File: config.mk
export PLATFORM = sky130hd
export DESIGN_NAME = two_addr_useq
export DESIGN_NICKNAME = d
export VERILOG_FILES = /design/src/rtl/useq_pkg.sv /design/src/rtl/useq_store.sv /design/src/rtl/two_addr_useq.sv
export SDC_FILE = /design/constraint.sdc
export NUM_CORES = 1
export LEC_CHECK = 0
export BUFFER_PORTS_ARGS = -buffer_cell sky130_fd_sc_hd__buf_2
export CAP_MARGIN = 25
export CORE_MARGIN = 10
export CORE_UTILIZATION = 50
export CTS_CLUSTER_SIZE = 16
export DETAILED_ROUTE_END_ITERATION = 16
export PLACE_DENSITY = 0.68
export SETUP_SLACK_MARGIN = 0.5
export SYNTH_ARGS = -nofsm -noshare
export SYNTH_HDL_FRONTEND = slang
export SYNTH_SLANG_ARGS = --single-unit
File: constraint.sdc
create_clock -name clk -period 3.3 [get_ports clk]
set_input_delay 0 -clock clk [delete_from_list [all_inputs] [get_ports clk]]
set_output_delay 0 -clock clk [all_outputs]
set_load 0.05 [all_outputs]
File: src/rtl/useq_pkg.sv
// Shared definitions for the two-address microcode sequencer: microword field
// positions, condition-select encodings, FSM state type and word width.
package useq_pkg;

  localparam int USEQ_STATE_W = 3;
  localparam int USEQ_CTRL_W  = 8;
  localparam int USEQ_LOW_W   = 10;
  localparam int USEQ_WORD_W  = USEQ_CTRL_W + USEQ_LOW_W;

  // Microword layout, MSB to LSB: ctrl | csel | wait | addr_t | addr_f
  localparam int F_CTRL_LSB   = 10;
  localparam int F_CSEL_MSB   = 9;
  localparam int F_CSEL_LSB   = 7;
  localparam int F_WAIT       = 6;
  localparam int F_ADDR_T_MSB = 5;
  localparam int F_ADDR_T_LSB = 3;
  localparam int F_ADDR_F_MSB = 2;
  localparam int F_ADDR_F_LSB = 0;

  localparam logic [2:0] CSEL_ALWAYS = 3'd0;
  localparam logic [2:0] CSEL_C0     = 3'd1;
  localparam logic [2:0] CSEL_C1     = 3'd2;
  localparam logic [2:0] CSEL_C2     = 3'd3;
  localparam logic [2:0] CSEL_C3     = 3'd4;
  localparam logic [2:0] CSEL_NC0    = 3'd5;
  localparam logic [2:0] CSEL_NC1    = 3'd6;
  localparam logic [2:0] CSEL_HALT   = 3'd7;

  typedef logic [0:0] useq_state_t;
  localparam useq_state_t ST_IDLE = 1'b0;
  localparam useq_state_t ST_RUN  = 1'b1;

  // Branch condition for a word; a halt word never branches.
  function automatic logic cond_eval(input logic [2:0] csel, input logic [3:0] cond);
    logic r;
    r = 1'b0;
    case (csel)
      CSEL_ALWAYS: r = 1'b1;
      CSEL_C0:     r = cond[0];
      CSEL_C1:     r = cond[1];
      CSEL_C2:     r = cond[2];
      CSEL_C3:     r = cond[3];
      CSEL_NC0:    r = ~cond[0];
      CSEL_NC1:    r = ~cond[1];
      default:     r = 1'b0;
    endcase
    return r;
  endfunction

endpackage

File: src/rtl/useq_store.sv
// Microcode register file: synchronous write, asynchronous read, and a
// synchronous clear so a fresh store reads as "loop at address 0".
module useq_store #(
  parameter int ADDR_W = 3,
  parameter int WORD_W = 18
) (
  input  logic              clk,
  input  logic              reset,
  input  logic              we,
  input  logic [ADDR_W-1:0] waddr,
  input  logic [WORD_W-1:0] wdata,
  input  logic [ADDR_W-1:0] raddr,
  output logic [WORD_W-1:0] rdata
);

  logic [WORD_W-1:0] mem [2**ADDR_W];

  // NOTE: this store is a small flop array, not a RAM macro, so clearing it on
  // reset is legal and intentional; zero words define post-reset behaviour.
  always_ff @(posedge clk) begin
    if (reset) begin
      for (int i = 0; i < 2**ADDR_W; i++) mem[i] <= '0;
    end else if (we) begin
      mem[waddr] <= wdata;
    end
  end

  assign rdata = mem[raddr];

endmodule

File: src/rtl/two_addr_useq.sv
// Two-address microcode sequencer: steps a micro-PC through an 8-word store.
// Define USEQ_TIMEOUT_EN to bound ack-wait stalls and raise a sticky fault.
module two_addr_useq
  import useq_pkg::*;
#(
  parameter int STATE_W = USEQ_STATE_W,
  parameter int CTRL_W  = USEQ_CTRL_W,
  parameter int TIMEOUT = 15
) (
  input  logic                 clk,
  input  logic                 reset,
  input  logic                 start,
  input  logic [3:0]           cond,
  input  logic                 ack,
  input  logic                 ucode_we,
  input  logic [STATE_W-1:0]   ucode_addr,
  input  logic [CTRL_W+9:0]    ucode_wdata,
  output logic [CTRL_W-1:0]    ctrl_out,
  output logic [STATE_W-1:0]   state_out,
  output logic                 busy,
  output logic                 done,
  output logic                 fault
);

  localparam int WORD_W = CTRL_W + USEQ_LOW_W;

  useq_state_t         state;
  logic [STATE_W-1:0]  upc;
  logic                done_r;
  logic [WORD_W-1:0]   word;
  logic [2:0]          csel;
  logic                wait_bit;
  logic                stall;
  logic                timeout_hit;
  logic [STATE_W-1:0]  next_upc;

  useq_store #(.ADDR_W(STATE_W), .WORD_W(WORD_W)) u_store (
    .clk   (clk),
    .reset (reset),
    .we    (ucode_we && (state == ST_IDLE)),
    .waddr (ucode_addr),
    .wdata (ucode_wdata),
    .raddr (upc),
    .rdata (word)
  );

  assign csel     = word[F_CSEL_MSB:F_CSEL_LSB];
  assign wait_bit = word[F_WAIT];
  assign stall    = wait_bit && !ack;
  assign next_upc = cond_eval(csel, cond) ? STATE_W'(word[F_ADDR_T_MSB:F_ADDR_T_LSB])
                                          : STATE_W'(word[F_ADDR_F_MSB:F_ADDR_F_LSB]);

`ifdef USEQ_TIMEOUT_EN
  localparam int CNT_W = $clog2(TIMEOUT + 1);
  logic [CNT_W-1:0] stall_cnt;
  logic             fault_r;

  assign timeout_hit = (state == ST_RUN) && stall && (stall_cnt == CNT_W'(TIMEOUT - 1));

  always_ff @(posedge clk) begin
    if (reset) begin
      stall_cnt <= '0;
      fault_r   <= 1'b0;
    end else if (state == ST_IDLE) begin
      if (start) begin
        stall_cnt <= '0;
        fault_r   <= 1'b0;
      end
    end else if (timeout_hit) begin
      stall_cnt <= '0;
      fault_r   <= 1'b1;
    end else if (stall) begin
      stall_cnt <= stall_cnt + 1'b1;
    end else begin
      stall_cnt <= '0;
    end
  end

  assign fault = fault_r;
`else
  assign timeout_hit = 1'b0;
  assign fault       = 1'b0;
`endif

  // NOTE: sequential state uses non-blocking assignments only, so every flop
  // samples pre-edge values regardless of statement order.
  always_ff @(posedge clk) begin
    if (reset) begin
      state  <= ST_IDLE;
      upc    <= '0;
      done_r <= 1'b0;
    end else begin
      done_r <= 1'b0;
      case (state)
        ST_IDLE: begin
          if (start) begin
            upc   <= '0;
            state <= ST_RUN;
          end
        end
        default: begin
          if (timeout_hit) begin
            state <= ST_IDLE;
          end else if (stall) begin
            upc <= upc;
          end else if (csel == CSEL_HALT) begin
            state  <= ST_IDLE;
            done_r <= 1'b1;
          end else begin
            upc <= next_upc;
          end
        end
      endcase
    end
  end

  assign busy      = (state == ST_RUN);
  assign done      = done_r;
  assign state_out = upc;
  assign ctrl_out  = busy ? word[F_CTRL_LSB +: CTRL_W] : '0;

endmodule

==> results of run 1 <==
worst reg2reg max path: cells and delay by family, from the launching register on:
kind                   cells  cell delay (ps)
buffers and inverters      2             1010
and+or+nand+nor            2              250
DFF                        1              530
AOI/OAI and AO/OA          1              150
muxes                      2              580
area by class of cell:
type	count	area [sq um]
Clock inverter	5	75.1
Clock buffer	27	473
Sequential cell	152	4490
Inverter	2	7.51
Multi-Input combinational cell	265	2310
Timing Repair Buffer	75	541
Tap cell	176	220
Fill cell	1029	5280
cells by family (layout without fill, tap and decap cells):
kind of cell	Yosys count	in the layout
simple gates	199	199
flops	152	152
buf+inv	23	109
other cells	1	1
compound gates	18	18
mux	47	47
stage by stage:
stage	utilization [%]	cell area (sq um)	total power [mW]	setup slack (ps)
6_report	60.6	8120	4.74	667
5_1_grt	60.6	8120	4.90	523
4_1_cts	60.3	8080	4.74	554
3_5_place_dp	54.7	7330	2.91	626
3_3_place_gp	54.7	7330	2.89	694
2_1_floorplan	-	6900	2.72	538
metal layers:
metal	vias up	global-route usage, %
met5	-	0
met4	0	6.56
met3	27	5.24
met2	163	27.5
met1	1984	23.5
li1	1773	-
cells in the final DEF, fill, tap and decap left out, types with 3 or more instances in the layout:
master / instances
sky130_fd_sc_hd__a21boi_0: 8
sky130_fd_sc_hd__and2_1: 144
sky130_fd_sc_hd__buf_2: 42
sky130_fd_sc_hd__buf_4: 10
sky130_fd_sc_hd__clkbuf_1: 9
sky130_fd_sc_hd__clkbuf_16: 18
sky130_fd_sc_hd__clkinv_2: 3
sky130_fd_sc_hd__dfxtp_1: 6
sky130_fd_sc_hd__dlygate4sd3_1: 21
sky130_fd_sc_hd__edfxtp_1: 144
sky130_fd_sc_hd__mux2i_1: 7
sky130_fd_sc_hd__mux2i_4: 3
sky130_fd_sc_hd__mux4_2: 34
sky130_fd_sc_hd__nand2_1: 18
sky130_fd_sc_hd__nand2b_1: 3
sky130_fd_sc_hd__nand3_1: 3
sky130_fd_sc_hd__nor2_1: 8
sky130_fd_sc_hd__nor2b_1: 3
sky130_fd_sc_hd__nor3_1: 5
sky130_fd_sc_hd__o21ai_1: 3
sky130_fd_sc_hd__or2_2: 8
path summary, 6_finish.rpt:
| path | startpoint | end | slack, ps | depth (start not counted) |
|---|---|---|---|---|
| worst max register to register | flip-flop | busy$_SDFF_PP0_ | 670 | 7 |
| worst min register to register | state_out[2]$_SDFFE_PP0N_ | state_out[2]$_SDFFE_PP0N_ | 520 | 1 |
| worst max-delay path | flip-flop | busy$_SDFF_PP0_ | 670 | 7 |
| worst min-delay path | ack | done$_SDFF_PP0_ | 90 | 4 |
state kept, by name, indices dropped and copies added (netlist names), named ones only:
register,count
u_store.mem,144
state_out,3
busy,1
done,1
power groups by stage:
stage | logic (mW) | registers, mW | clock network (mW)
2_1_floorplan | 0.434 | 2.29 | 0
3_3_place_gp | 0.594 | 2.30 | 0
3_5_place_dp | 0.604 | 2.30 | 0
4_1_cts | 0.626 | 2.26 | 1.86
5_1_grt | 0.678 | 2.27 | 1.95
6_report | 0.636 | 2.26 | 1.84
timing repair:
| item | CTS | global route |
|---|---|---|
| setup endpoints to repair | 0 | 7 |
| hold buffers | 21 | 0 |
| gates resized for setup | 0 | 2 |
| hold endpoints to repair | 146 | 0 |
==> flow_metrics.env, run 1 <==
export IMPL_run_status="finished, final reports clean"
export IMPL_timing_critical_path_slowest_stage_cell="sky130_fd_sc_hd__dlygate4sd3_1"
export IMPL_asyncSetResetFlopFracSynth_pct=0
export IMPL_rows=42
export IMPL_synth_enable_flop_cells=144
export IMPL_crit_path_start_kind="flip-flop"
export IMPL_leakage_nw=3.03
export IMPL_post_place_cells=648
export IMPL_comb_power_share_pct=13.4
export IMPL_grt_pass1_wl_um=24300
export IMPL_grt_total_usage_pct=17.9
export IMPL_hold_path_class="primary input to flip-flop"
export IMPL_design_die_area_sq_mm=0.0189
export IMPL_critPathCaptureType="flip-flop"
export IMPL_path_cells="buf_4 > mux4_1 > mux2i_1 > o21ai_0 > nor2b_1 > nor3_1 > dlygate4sd3_1"
export IMPL_synth_compound_gate_area_share_pct=1.98
export IMPL_antenna_found_initial=0
export IMPL_postSynthAreaPerCell_sq_um=15.7
export IMPL_detail_route_first_pass_iterations=5
export IMPL_design_core_area_sq_mm=0.0134
export IMPL_tns_ps=0
export IMPL_timing_fmax_mhz=380
export IMPL_via_count=3947
export IMPL_cell_internal_pwr_mw=3.61
export IMPL_syn_num_nets=470
export IMPL_main_combinational_cell_family_by_area_after_synthesis="simple AND/OR/NAND/NOR gates"
export IMPL_post_synth_fa_ha_maj_area_fraction_pct=0
export IMPL_drv_max_cap_violation_count=0
export IMPL_crit_path_max_fanout=26
export IMPL_post_synth_and_or_nand_nor_area_fraction_pct=17.2
export IMPL_worst_ep_arrival_time_ps=2940
export IMPL_n_antenna_cell=0
export IMPL_detail_route_wirelength_met1_um=6790
export IMPL_powerDensity_mw_per_mm2=584
export IMPL_clock_tree_buffer_depth=2
export IMPL_yosys_area_top_type_share_pct=62.7
export IMPL_switching_share_pct=23.8
export IMPL_cts_buffers_inserted=17
export IMPL_initial_standard_cell_utilization_of_the_core_pct=51.5
export IMPL_gpl_final_weighted_congestion=0.751
export IMPL_grt_start_max_net_pins=31
export IMPL_boundaryPins=44
export IMPL_worst_clock_skew_ps=7.90
export IMPL_clkTransAtPathRegs_ps=50
export IMPL_met3_wirelength_um=1310
export IMPL_timing_max_transition_violations_final=0
export IMPL_drt_first_iter_violations=419
export IMPL_synthTopCellsByArea="sky130_fd_sc_hd__edfxtp_1 63%, sky130_fd_sc_hd__and2_1 13%, sky130_fd_sc_hd__mux4_2 11%"
export IMPL_final_min_clock_period_ps=2630
export IMPL_synth_area_sq_mm=0.00690
export IMPL_post_route_drc_count=0
export IMPL_ys_ff_latch=152
export IMPL_synthDistinctLibCells=34
export IMPL_viasPerCell=5.62
export IMPL_die_y_um=137
export IMPL_synth_cells_most_frequent="144 x sky130_fd_sc_hd__and2_1, 144 x sky130_fd_sc_hd__edfxtp_1, 34 x sky130_fd_sc_hd__mux4_2, 18 x sky130_fd_sc_hd__nand2_1, 11 x sky130_fd_sc_hd__clkbuf_1"
export IMPL_ctsHtreeMaxLevel=4
export IMPL_worstSetupPathType="flip-flop to flip-flop"
export IMPL_insertion_delay_ps=430
export IMPL_tritoncts_num_sinks=152
export IMPL_yosys_area_top_type="sky130_fd_sc_hd__edfxtp_1"
export IMPL_critPathMaxStageDelay_ps=550
export IMPL_unrepaired_setup_endpoints_after_global_routing="no"
export IMPL_met2RoutedLength_um=7760
export IMPL_sum_of_routed_wire_length_over_all_layers_um=16200
export IMPL_design_final_nets=543
export IMPL_p_switching_mw=1.13
export IMPL_critPathBufInv=2
export IMPL_number_of_standard_cells_in_the_layout_taps_in_and_fillers_out=702
export IMPL_synth_mux_area_fraction_pct=14.0
export IMPL_worstPathRequired_ps=3610
export IMPL_cts_repair_timing_setup_buffer_count=0
export IMPL_first_global_vias=4087
export IMPL_cts_root_buffer="sky130_fd_sc_hd__clkbuf_16"
export IMPL_detailedPlacementHpwl_um=9150
export IMPL_synthXorXnorAreaFrac_pct=0
export IMPL_ys_warn_count=0
export IMPL_die_width_um=137
export IMPL_tritoncts="yes"
export IMPL_antenna_left=0
export IMPL_power_share_clock_pct=38.8
export IMPL_cp_top_family="buffers and inverters"
export IMPL_globalRoute_totalOverflow=0
export IMPL_min_period_over_period_pct=79.8
export IMPL_hold_slack_ps=92.1
export IMPL_timing_final_setup_violations=0
export IMPL_ys_flop_type="sky130_fd_sc_hd__edfxtp_1"
export IMPL_routed_top_layer="met4"
export IMPL_hold_viol_final=0
export IMPL_relSlewSlack_pct=52.0
export IMPL_worstMarginPinSlew_ps=718
export IMPL_seqPwrFrac_pct=47.8
export IMPL_synthToLayoutAreaGrowth_pct=17.7
export IMPL_syn_instance_count=440
export IMPL_final_layout_size_suffix_gt1_share_pct=25.1
export IMPL_buffer_ports_inserted=42
export IMPL_synth_seq_area_share_pct=65.0
export IMPL_wl_per_cell_um=23.1
export IMPL_max_vdd_ir_drop_uv=437
Note: power is estimated with default switching activity, not from simulation.
==> run 2: changes to the inputs <==
--- a/config.mk
+++ b/config.mk
@@ -11,7 +11,7 @@
 export CORE_UTILIZATION = 50
 export CTS_CLUSTER_SIZE = 16
 export DETAILED_ROUTE_END_ITERATION = 16
-export PLACE_DENSITY = 0.68
+export PLACE_DENSITY = 0.7
 export SETUP_SLACK_MARGIN = 0.5
 export SYNTH_ARGS = -nofsm -noshare
 export SYNTH_HDL_FRONTEND = slang
==> constraint.sdc (replaced) <==
create_clock -name clk -period 2.2 [get_ports clk]
set_input_delay 0 -clock clk [delete_from_list [all_inputs] [get_ports clk]]
set_output_delay 0 -clock clk [all_outputs]
set_load 0.05 [all_outputs]
==> flow_metrics.env, run 2 (synthesis results as in run 1) <==
export IMPL_run_status="finished with violations"
export IMPL_violations="negative setup slack"
export IMPL_max_vdd_ir_drop_uv=539
export IMPL_cts_root_buffer="sky130_fd_sc_hd__clkbuf_16"
export IMPL_wl_per_cell_um=22.8
export IMPL_final_min_clock_period_ps=2310
export IMPL_antenna_found_initial=0
export IMPL_viasPerCell=5.73
export IMPL_multi_input_comb_area_sq_mm=0.00252
export IMPL_critPathBufInv=0
export IMPL_timing_critical_path_slowest_stage_cell="sky130_fd_sc_hd__mux4_2"
export IMPL_worst_clock_skew_ps=5.71
export IMPL_cts_buffers_inserted=17
export IMPL_cp_top_family="multiplexers"
export IMPL_drv_max_cap_violation_count=0
export IMPL_cell_internal_pwr_mw=5.40
export IMPL_first_global_vias=4539
export IMPL_grt_pass1_wl_um=26100
export IMPL_rows=42
export IMPL_design_core_area_sq_mm=0.0134
export IMPL_tns_ps=-510
export IMPL_min_period_over_period_pct=105
export IMPL_crit_path_start_kind="flip-flop"
export IMPL_grt_start_max_net_pins=19
export IMPL_boundaryPins=44
export IMPL_sum_of_routed_wire_length_over_all_layers_um=17100
export IMPL_unrepaired_setup_endpoints_after_global_routing="yes"
export IMPL_worst_ep_arrival_time_ps=2610
export IMPL_tritoncts_num_sinks=152
export IMPL_setup_ws_ps=-106
export IMPL_path_cells="mux4_2 > mux2i_4 > mux2_4 > a211oi_4 > o21ai_1 > a32o_2"
export IMPL_register_with_the_highest_flop_count="u_store.mem"
export IMPL_synthToLayoutAreaGrowth_pct=29.0
export IMPL_clock_tree_buffer_depth=2
export IMPL_detail_route_first_pass_iterations=4
export IMPL_worstPathRequired_ps=2500
export IMPL_crit_path_max_fanout=6
export IMPL_timing_max_transition_violations_final=0
export IMPL_seqPwrFrac_pct=47.0
export IMPL_switching_share_pct=24.9
export IMPL_drt_first_iter_violations=376
export IMPL_design_die_area_sq_mm=0.0189
export IMPL_clkTransAtPathRegs_ps=60
export IMPL_finalCoreUtilization_pct=66.4
export IMPL_buffer_ports_inserted=42
export IMPL_n_antenna_cell=0
export IMPL_detailedPlacementHpwl_um=9900
export IMPL_antenna_left=0
export IMPL_die_width_um=137
export IMPL_tritoncts="yes"
export IMPL_layout_filler_cells=946
export IMPL_grt_total_usage_pct=19.0
export IMPL_layout_common_cells="144 x sky130_fd_sc_hd__and2_1, 144 x sky130_fd_sc_hd__edfxtp_1, 36 x sky130_fd_sc_hd__buf_4"
export IMPL_hold_path_class="primary input to flip-flop"
export IMPL_die_y_um=137
export IMPL_design_final_nets=592
export IMPL_worstSetupPathType="flip-flop to flip-flop"
export IMPL_final_layout_size_suffix_gt1_share_pct=37.5
export IMPL_power_share_clock_pct=34.2
export IMPL_critPathMaxStageDelay_ps=540
export IMPL_p_switching_mw=1.79
export IMPL_timing_fmax_mhz=434
export IMPL_globalRoute_totalOverflow=0
export IMPL_comb_power_share_pct=18.9
export IMPL_largest_reg_flops=144
export IMPL_timing_final_setup_violations=6
export IMPL_register_area_sq_mm=0.00449
export IMPL_initial_standard_cell_utilization_of_the_core_pct=51.5
export IMPL_powerDensity_mw_per_mm2=808
export IMPL_regToRegSetupSlack_ps=-110
export IMPL_leakage_nw=3.38
export IMPL_hold_viol_final=0
export IMPL_finalInstanceArea_sq_mm=0.00890
export IMPL_ctsHtreeMaxLevel=4
export IMPL_critPathCaptureType="flip-flop"
export IMPL_via_count=4297
export IMPL_gpl_final_weighted_congestion=0.855
export IMPL_post_dp_area_sq_mm=0.00761
export IMPL_post_route_drc_count=0
export IMPL_insertion_delay_ps=420
-- run 2: cell count changes in the layout (fill, tap and decap cells not counted), sizes merged --
cell,delta
clkinv,+4
dlygate4sd3,-1
bufinv,-2
clkbuf,-4
buf,+51
-- run 2: power by group through the flow --
stage / registers [mW] / clock network (mW) / logic, mW
floorplan: 3.43 / 0 / 0.723
detailed placement: 3.44 / 0 / 1.07
global route: 3.39 / 2.61 / 1.43
global placement: 3.42 / 0 / 1.05
finish: 3.37 / 2.46 / 1.36
CTS: 3.37 / 2.48 / 1.22
-- run 2: layer usage --
metal	up-vias	global-route usage, %	share of wire, %
met3	30	4.30	7.2
met5	-	0	0
met4	0	7.49	2.3
li1	1873	-	-
met2	157	29.5	48
met1	2237	25.4	43
-- run 2: tightest hold or removal path, delay by kind of cell --
family / cells / cell delay (ps)
compound gates: 1 / 130
simple gates: 2 / 210
buf+inv: 1 / 90
-- run 2: final timing paths --
path                                           startpoint                         to  cells past startpoint
worst max-delay path                            flip-flop                  flip-flop                      6
worst min-delay path                                  ack            busy$_SDFF_PP0_                      4
worst max register to register                  flip-flop                  flip-flop                      6
worst min register to register  state_out[1]$_SDFFE_PP0N_  state_out[1]$_SDFFE_PP0N_                      1
-- run 2: layout make-up --
cell class                 instances  share of cell area, %
multi-input combinational        265                   28.3
sequential                       152                   50.5
timing repair buffer             124                   13.2
clock inverter                     7                  0.338
inverter                           2                 0.0844
tap                              176                   2.48
clock buffer                      24                   5.08
-- run 2: repair_timing --
item                                    in CTS  in global routing
resized for setup                           26                 37
endpoints found under the hold margin      146                  0
endpoints found under the setup margin     140                133
hold buffers                                20                  0
buffers inserted                            20                 11
pin swaps                                    0                 23
-- run 2: metrics by stage --
| step | hold WS (ps) | power (mW) | instances | setup WS (ps) |
|---|---|---|---|---|
| detailed placement | 287 | 4.50 | 668 | -206 |
| finish | 41.9 | 7.19 | 750 | -106 |
| floorplan | 155 | 4.15 | 440 | 19.1 |
| CTS | 40.7 | 7.07 | 739 | -38.7 |
| global placement | 284 | 4.48 | 668 | -67.4 |
| global route | 51.6 | 7.43 | 750 | -176 |
==> run 3: changes to the inputs <==
--- a/config.mk
+++ b/config.mk
@@ -5,14 +5,14 @@
 export SDC_FILE = /design/constraint.sdc
 export NUM_CORES = 1
 export LEC_CHECK = 0
-export BUFFER_PORTS_ARGS = -buffer_cell sky130_fd_sc_hd__buf_2
 export CAP_MARGIN = 25
 export CORE_MARGIN = 10
 export CORE_UTILIZATION = 50
 export CTS_CLUSTER_SIZE = 16
 export DETAILED_ROUTE_END_ITERATION = 16
-export PLACE_DENSITY = 0.7
+export DONT_BUFFER_PORTS = 1
 export SETUP_SLACK_MARGIN = 0.5
 export SYNTH_ARGS = -nofsm -noshare
 export SYNTH_HDL_FRONTEND = slang
+export SYNTH_HIERARCHICAL = 1
 export SYNTH_SLANG_ARGS = --single-unit
==> constraint.sdc (replaced) <==
create_clock -name clk -period 3 [get_ports clk]
set_input_delay 0 -clock clk [delete_from_list [all_inputs] [get_ports clk]]
set_output_delay 0 -clock clk [all_outputs]
set_load 0.05 [all_outputs]
==> flow_metrics.env, run 3 <==
export IMPL_min_period_over_period_pct=80.7
export IMPL_critPathMaxStageDelay_ps=500
export IMPL_first_global_vias=4377
export IMPL_detailedPlacementHpwl_um=10700
export IMPL_tritoncts="yes"
export IMPL_powerDensity_mw_per_mm2=619
export IMPL_relSlewSlack_pct=39.8
export IMPL_run_status="finished, final reports clean"
export IMPL_seqPwrFrac_pct=48.7
export IMPL_tns_ps=0
export IMPL_ys_flop_type="sky130_fd_sc_hd__edfxtp_1"
export IMPL_synth_enable_flop_cells=144
export IMPL_timing_max_transition_violations_final=0
export IMPL_globalRoute_totalOverflow=0
export IMPL_ys_ff_latch=149
export IMPL_worstMarginPinSlew_ps=903
export IMPL_ys_warn_count=6
export IMPL_grt_start_max_net_pins=41
export IMPL_hold_path_class="primary input to flip-flop"
export IMPL_power_share_clock_pct=36.1
export IMPL_detail_route_first_pass_iterations=4
export IMPL_timing_critical_path_slowest_stage_cell="sky130_fd_sc_hd__mux4_2"
export IMPL_via_count=4252
export IMPL_cts_root_buffer="sky130_fd_sc_hd__clkbuf_16"
export IMPL_synth_cells_most_frequent="146 x sky130_fd_sc_hd__nor3_1, 144 x sky130_fd_sc_hd__edfxtp_1, 28 x sky130_fd_sc_hd__mux4_1, 19 x sky130_fd_sc_hd__clkbuf_1"
export IMPL_mostFrequentLayoutCell="sky130_fd_sc_hd__nor3_1"
export IMPL_die_y_um=138
export IMPL_yosysMostFrequentCell="sky130_fd_sc_hd__nor3_1"
export IMPL_switching_share_pct=25.3
export IMPL_crit_path_start_kind="flip-flop"
export IMPL_design_die_area_sq_mm=0.0191
export IMPL_grt_total_usage_pct=17.8
export IMPL_buffer_ports_inserted=0
export IMPL_syn_num_nets=502
export IMPL_post_route_drc_count=0
export IMPL_layout_common_cells="146 x sky130_fd_sc_hd__nor3_1, 144 x sky130_fd_sc_hd__edfxtp_1, 30 x sky130_fd_sc_hd__buf_4"
export IMPL_sum_of_routed_wire_length_over_all_layers_um=16800
export IMPL_wl_per_cell_um=24.2
export IMPL_cts_buffers_inserted=17
export IMPL_worstPathRequired_ps=3340
export IMPL_finalCoreUtilization_pct=58.5
export IMPL_worst_clock_skew_ps=13.1
export IMPL_timing_fmax_mhz=413
export IMPL_critPathCaptureType="flip-flop"
export IMPL_leakage_nw=2.64
export IMPL_power_total_mw=4.99
export IMPL_viasPerCell=6.13
export IMPL_syn_instance_count=472
export IMPL_synthDistinctLibCells=34
export IMPL_drt_first_iter_violations=338
export IMPL_synth_area_sq_mm=0.00697
export IMPL_crit_path_max_fanout=6
export IMPL_synth_seq_area_share_pct=63.5
export IMPL_comb_power_share_pct=15.1
export IMPL_asyncSetResetFlopFracSynth_pct=0
export IMPL_timing_final_setup_violations=0
export IMPL_insertion_delay_ps=420
export IMPL_finalInstanceArea_sq_mm=0.00805
export IMPL_max_vdd_ir_drop_uv=371
export IMPL_worst_ep_arrival_time_ps=2760
export IMPL_grt_pass1_wl_um=26300
export IMPL_ctsHtreeMaxLevel=4
export IMPL_boundaryPins=44
export IMPL_design_final_nets=531
export IMPL_synthToLayoutAreaGrowth_pct=15.5
export IMPL_tritoncts_num_sinks=149
export IMPL_yosys_area_top_type_share_pct=62.0
export IMPL_design_core_area_sq_mm=0.0138
export IMPL_clkTransAtPathRegs_ps=60
export IMPL_hold_viol_final=0
export IMPL_cell_internal_pwr_mw=3.73
export IMPL_antenna_left=0
export IMPL_unrepaired_setup_endpoints_after_global_routing="no"
export IMPL_path_cells="mux4_2 > mux2_4 > or3b_4 > and2_4 > a211o_1 > a211oi_2"
export IMPL_final_layout_size_suffix_gt1_share_pct=22.0
export IMPL_rows=43
export IMPL_drv_max_cap_violation_count=0
export IMPL_yosys_area_top_type="sky130_fd_sc_hd__edfxtp_1"
export IMPL_n_antenna_cell=0
export IMPL_initial_standard_cell_utilization_of_the_core_pct=50.6
export IMPL_p_switching_mw=1.26
export IMPL_largest_reg_flops=144
export IMPL_die_width_um=138
export IMPL_final_min_clock_period_ps=2420
export IMPL_postSynthAreaPerCell_sq_um=14.8
export IMPL_register_with_the_highest_flop_count="u_store/mem"
export IMPL_gpl_final_weighted_congestion=0.802
export IMPL_synthTopCellsByArea="sky130_fd_sc_hd__edfxtp_1 62%, sky130_fd_sc_hd__mux4_1 11%, sky130_fd_sc_hd__nor3_1 10%"
export IMPL_clock_tree_buffer_depth=2
export IMPL_post_dp_area_sq_mm=0.00727
export IMPL_antenna_found_initial=1
export IMPL_worstSetupPathType="flip-flop to flip-flop"
## run 3: cell count changes after synthesis, sizes merged, moves of 12 or more
cell	previous run	this run
buf	10	24
clkinv	0	18
nand2	18	6
mux2	1	18
and2	144	9
nor3	7	146
## run 3: worst max-delay path, delay by kind of cell, from the launching register on
family	cells	cell delay [ps]
mux	2	810
flops	1	410
simple gates	2	570
compound gates	2	540
## run 3: path summary, 6_finish.rpt
check | startpoint | slack [ps] | to | cells past startpoint
max | state_out[0]$_SDFFE_PP0P_ | 580 | state_out[1]$_SDFFE_PP0P_ | 6
min | reset | 40 | u_store/mem[1][14]$_SDFFCE_PN0P_ | 2
max reg2reg | state_out[0]$_SDFFE_PP0P_ | 580 | state_out[1]$_SDFFE_PP0P_ | 6
min reg2reg | busy$_SDFF_PP0_ | 770 | done$_SDFF_PP0_ | 3
## run 3: kinds of logic (layout without fill, tap and decap cells)
family                 Yosys count  count (layout)  synth area share, %
AO/OA/AOI/OAI                   21              21                 2.28
buffers and inverters           64             106                 4.51
flip-flops                     149             149                 63.5
multiplexers                    54              54                 16.0
other                            1               1               0.0538
AND/OR/NAND/NOR                183             183                 13.6
## run 3: repair_timing
item | 4_1_cts | 5_1_grt
gates resized for setup | 2 | 9
endpoints found under the setup margin | 5 | 4
hold endpoints to repair | 180 | 0
setup buffers | 0 | 4
hold buffers | 21 | 0
pin swaps | 0 | 6
## run 3: per-layer routing
metal  up-vias  GRT usage, %  share of wire (%)
met4         0          6.77                2.2
met2       150          27.5                 48
met5         -             0                  0
met3        33          5.41                6.5
li1       1924             -                  -
met1      2145          23.0                 43
## run 3: power by group through the flow
stage          combinational [mW]  clock (mW)  sequential [mW]
5_1_grt                     0.811        1.92             2.44
4_1_cts                     0.725        1.83             2.44
2_1_floorplan               0.532           0             2.46
6_report                    0.756        1.80             2.43
3_5_place_dp                0.694           0             2.48
3_3_place_gp                0.691           0             2.47
## run 3: area by class of cell
cell class	instances	area [sq um]
multi-input cells	259	2320
repair buffers	55	502
clock buffers	18	429
flip-flops and latches	149	4430
clock inverters	14	70.1
well taps	180	225
fillers	1088	5720
inverters	19	71.3
## run 3: through the flow
step / hold WS, ps / cells / setup WS, ps
floorplan: 78.9 / 472 / 311
global placement: 88.9 / 637 / 517
detailed placement: 91.7 / 637 / 482
CTS: 35.4 / 690 / 501
global route: 36.0 / 694 / 491
finish: 44.4 / 694 / 579
